### src/rtl/ari_shift_pkg.sv
// ari_shift_pkg: shared width defaults and FSM state encoding for ari_right_shift
package ari_shift_pkg;
  localparam int WIDTH_DEF = 8;
  function automatic int cnt_width(input int w);
    return (w > 1) ? $clog2(w) : 1;
  endfunction
  typedef enum logic [1:0] {SHIFT_IDLE, SHIFT_RUN, SHIFT_DONE} state_t;
endpackage

### src/rtl/ari_right_shift.sv
// ari_right_shift: serial arithmetic right shift, one bit per cycle, with sticky and shifted-out bit
module ari_right_shift
  import ari_shift_pkg::*;
#(
  parameter int WIDTH = WIDTH_DEF,
  parameter int CNT_W = cnt_width(WIDTH)
) (
  input  logic             clk,
  input  logic             rst_n,
  input  logic             start,
  input  logic [WIDTH-1:0] din,
  input  logic [CNT_W-1:0] amount,
  output logic [WIDTH-1:0] dout,
  output logic             serial_out,
  output logic             sticky,
  output logic             busy,
  output logic             done
);
  state_t state, state_n;
  logic [CNT_W-1:0] count;
  logic cap;
  assign cap  = start && (state != SHIFT_RUN);
  assign busy = (state == SHIFT_RUN);
  assign done = (state == SHIFT_DONE);
  always_comb begin
    state_n = cap ? ((amount == '0) ? SHIFT_DONE : SHIFT_RUN)
            : (state == SHIFT_RUN) ? ((count == CNT_W'(1)) ? SHIFT_DONE : SHIFT_RUN)
            : SHIFT_IDLE;
  end
  always_ff @(posedge clk or negedge rst_n) begin
    if (!rst_n) begin
      state      <= SHIFT_IDLE;
      dout       <= '0;
      count      <= '0;
      serial_out <= 1'b0;
      sticky     <= 1'b0;
    end else begin
      state <= state_n;
      if (cap) begin
        dout       <= din;
        count      <= amount;
        serial_out <= 1'b0;
        sticky     <= 1'b0;
      end else if (state == SHIFT_RUN) begin
        dout       <= {dout[WIDTH-1], dout[WIDTH-1:1]};
        serial_out <= dout[0];
        sticky     <= sticky | dout[0];
        count      <= count - CNT_W'(1);
      end
    end
  end
endmodule

### config.mk
export PLATFORM = sky130hd
export DESIGN_NAME = ari_right_shift
export DESIGN_NICKNAME = d
export VERILOG_FILES = /design/src/rtl/ari_shift_pkg.sv /design/src/rtl/ari_right_shift.sv
export SDC_FILE = /design/constraint.sdc
export NUM_CORES = 1
export LEC_CHECK = 0
export CAP_MARGIN = 30
export CORE_UTILIZATION = 30
export DETAILED_ROUTE_END_ITERATION = 16
export PLACE_DENSITY = 0.64
export SETUP_SLACK_MARGIN = 0.5
export SKIP_CTS_REPAIR_TIMING = 1
export SLEW_MARGIN = 20
export SYNTH_ARGS = -nofsm -noshare
export SYNTH_HDL_FRONTEND = slang
export SYNTH_SLANG_ARGS = --single-unit
### constraint.sdc
create_clock -name clk -period 1.3 [get_ports clk]
set_clock_uncertainty 0.1 [all_clocks]
set_input_delay 0.39 -clock clk [delete_from_list [all_inputs] [get_ports clk]]
set_output_delay 0.39 -clock clk [all_outputs]
set_load 0.02 [all_outputs]
-- Word-level counts from Yosys, hierarchy flattened
Index checks and enable logic that the tools add are counted.
- register bits after elaboration: 15
- input port bits: 14
- output and inout bits: 12
- word-level logic and storage cells: 27
- $add $sub $neg: 1
- eq/ne operators: 4
- muxes and demuxes: 12
- bitwise logic cells: 1
- reduce and logical (&&, ||, !) cells: 3
- operators with widths (kind ; count):
    $mux W2 ; 4
    $mux W8 ; 1
    $mux W7 ; 1
    $mux W3 ; 2
    $mux W1 ; 4
    $eq A3 B1 Y1 const B ; 1
    $logic_not A3 Y1 ; 1
    $sub A3 B1 Y3 const B ; 1
    $eq A2 B1 Y1 const B ; 1
    $eq A2 B2 Y1 const B ; 1
    $ne A2 B1 Y1 const B ; 1
    $reduce_bool A2 Y1 ; 1
    $logic_and A1 B1 Y1 ; 1
    $or A1 B1 Y1 ; 1

-- Longest topological paths before layout
Gate-level depths: netlist (run 1).
- depth after elaboration: 4
- depth in mapped cells: 5
- mapped depth without buffers: 4

-- Worst setup path before layout (run 1)
OpenSTA, ideal clock, no wires.
- path type: reg-to-output
- start point: reg state[1]
- end point: out busy
- data arrival time: 0.780 ns
- required time: 0.810 ns
- setup slack: 0.030 ns
- stages on the path, launching flop included: 4
- path buffers: 1
- cells stage by stage: dfrtp_1 -> nand2b_4 -> inv_4 -> buf_4
- cells in the longest elaborated chain, start to end: 1
- ends and longest elaborated chain (element ; RTL line ; text):
    start: declaration ; ari_right_shift.sv:19 ; state_t state, state_n;
    start signal: assignment ; ari_right_shift.sv:38 ; state <= state_n;
    $eq A2 B1 Y1 ; ari_right_shift.sv:23 ; assign busy = (state == SHIFT_RUN);
    end: declaration ; ari_right_shift.sv:16 ; output logic busy,
Every way passes these cells.

-- Final worst setup path (run 1)
- start point: reg state[0]
- end point: out done
- cells in the longest elaborated chain, start to end: 1
- ends and longest elaborated chain (element ; RTL line ; text):
    $eq A2 B2 Y1 ; ari_right_shift.sv:24 ; assign done = (state == SHIFT_DONE);
    end: declaration ; ari_right_shift.sv:17 ; output logic done
Every way passes these cells.

==> reports/qor.csv, run 1 <==
metric,value,unit
outcome,"complete, but fails checks",
failing checks,negative setup slack,
root buf cell,clkbuf_4,
Routed wire per std cell,13.3,um
critical path cell sequence,"and2b_2, buf_6",
core area,0.00228,mm^2
Main synth FF type,dfrtp_1,
clock buffer depth,2,
via count,713,
CTS tree,yes,
Register Area,388,um^2
clock slew at reported path FFs,90,ps
Initial Util,32.8,%
post-synth net total,86,
chip height,51.9,um
RR Endpoint,dout[7]$_DFFE_PN0P_,
reg2reg start,state[0]$_DFF_PN0_,
final antenna-violating net count,0,
Post-layout nets,137,
Multi-input gate area,424,um^2
FF-to-FF setup slack,-150,ps
"area leader, netlist",dfrtp_1,
Critical Path Sink Type,output pin,
register area share after synthesis,50.3,%
CTS sink count,15,
"top cells by count, synth","dfrtp_1, nand2_1, o21ai_1, mux2i_1, a21oi_1",
Cell variety after synth,26,
die area,0.00269,mm^2
vias in the first global route,741,
Leakage,0.695,nW
Synthesis Warnings,0,
worst hold slack,342,ps
number of cells on the worst reg-to-reg path,6,
port bufs,25,
Skew-Pair Late Insertion Delay,280,ps
antenna violations before repair,0,
critical path launch point type,flop,
synth top area cells,"dfrtp_1, mux2i_1, nand2_1",
required time of the critical path,810,ps
Synth top area share,50.3,%
# rows,17,
share of layout cells above drive strength 1,64.2,%
syn avg cell area,10.7,um^2
Worst-Margin Slew,199,ps
placed wire-length estimate,1270,um
Max Cap Violations,0,
Area growth syn-to-layout,92.6,%
first-pass GRT wire length,3150,um
min-delay worst type,in2async,
DRC viols,0,
final setup margin,-215,ps
max incr delay on CP,390,ps
max-slew violation count,0,
Max Freq,660,MHz
kind of critical path,reg2out,
Total Routed Length,1970,um
DR vias/cell,4.82,
Power Dens Cells,2610,mW/mm^2
Starting DRT DRC Count,13,
Final Critical Period,1520,ps
Rel. slew slack,86.4,%
most common cell in the netlist,dfrtp_1,
Crit Path Max Fanout,2,
VDD IR max,1480,uV
die width,51.9,um
period utilisation layout,117,%
fillers,177,
Overflow after GRT,0,
final hold violations,0,
"Arr. time, crit path",1030,ps
final setup fails,17,
Yosys reg bits,15,
RSZ-0062 raised after global routing,true,
GR Util All Layers,16.2,%
Placer Congestion,0.760,
cells after synthesis,70,
number of flops mapped to enable cells by yosys,0,
total power,3.75,mW
async set or reset register ratio after synthesis,100,%
Post-Syn Area,746,um^2
CTS Buf Count,3,
"Slowest-stage cell, CP",dfrtp_1,
TritonRoute pass-1 iters,4,
depth of the CTS H-tree,1,
antenna cells,0,
largest net degree at the start of global routing,24,
io pins,26,
## layout make-up
cell class	instances	share of cell area, %
tap	28	2.44
timing repair buffer	49	37.8
clock buffer	4	1.83
multi-input combinational	48	29.5
inverter	4	1.39
sequential	15	27.0
## cells in the final DEF, fill, tap and decap left out, drive strengths merged
master,n
clkdlybuf4s50,9
mux2,1
ha,2
nand4,1
dfrtp,15
a22o,1
o22ai,1
inv,3
and2b,1
nand3,2
nor2,2
o21ai,9
a211oi,1
a21oi,3
clkbuf,5
nand3b,2
mux2i,7
dlymetal6s2s,4
clkinv,1
nor2b,1
nand2,11
o211a,1
buf,35
nor3,1
nand2b,1
## registers in the layout, indices dropped and copies added, names as in the netlist
name / count
dout: 8
count: 3
state: 2
serial_out: 1
sticky: 1
## worst max path at each step
stage | startpoint | endpoint | slack [ps] | cells after the start
2_1_floorplan | state[1]$_DFF_PN0_ | busy | 70 | 3
3_3_place_gp | state[0]$_DFF_PN0_ | done | -370 | 2
3_5_place_dp | state[0]$_DFF_PN0_ | done | -380 | 2
4_1_cts | state[0]$_DFF_PN0_ | done | -690 | 2
5_1_grt | state[0]$_DFF_PN0_ | done | -280 | 2
6_report | state[0]$_DFF_PN0_ | done | -220 | 2
## metrics by stage
stage / area [um^2] / std cells / util, % / setup WS, ps / setup TNS, ps
after floorplan: 783 / 70 / - / 73.1 / 0
after global placement: 1160 / 135 / 50.8 / -366 / -5830
after detailed placement: 1160 / 135 / 50.8 / -375 / -6030
after CTS: 1180 / 139 / 52.0 / -694 / -6280
after global routing: 1440 / 148 / 63.1 / -281 / -1820
final: 1440 / 148 / 63.1 / -215 / -856
## cells by family after synthesis
family	synth area share [%]
DFF	50.3
adders and majority gates	3.36
buffers and inverters	6.38
AOI/OAI and AO/OA	12.4
muxes	11.4
and+or+nand+nor	16.1
## critical path, delay by kind of cell (launching register included)
| kind | cells | cell delay, ps |
|---|---|---|
| buf+inv | 1 | 120 |
| flops | 1 | 390 |
| simple gates | 1 | 230 |
## per-layer routing
layer	global-route usage, %	vias up	share of wire, %
li1	-	345	-
met1	21.1	340	41
met2	25.2	24	51
met3	3.51	4	6.1
met4	7.66	0	1.5
met5	0	-	0
## report_power, final
group          internal (mW)  switching, mW  leakage [nW]
clock network          0.119          0.144        0.0150
logic                   1.46           1.11         0.508
registers              0.723          0.197         0.172
Power figures use the tool's default switching activity.
==> inputs of run 2 (changes only) <==
--- a/config.mk
+++ b/config.mk
@@ -7,6 +7,7 @@
 export LEC_CHECK = 0
 export CAP_MARGIN = 30
 export CORE_UTILIZATION = 30
+export CTS_CLUSTER_DIAMETER = 50
 export DETAILED_ROUTE_END_ITERATION = 16
 export PLACE_DENSITY = 0.64
 export SETUP_SLACK_MARGIN = 0.5
==> results of run 2 <==
No change in the layout: final DEF, timing and power equal those of run 1.
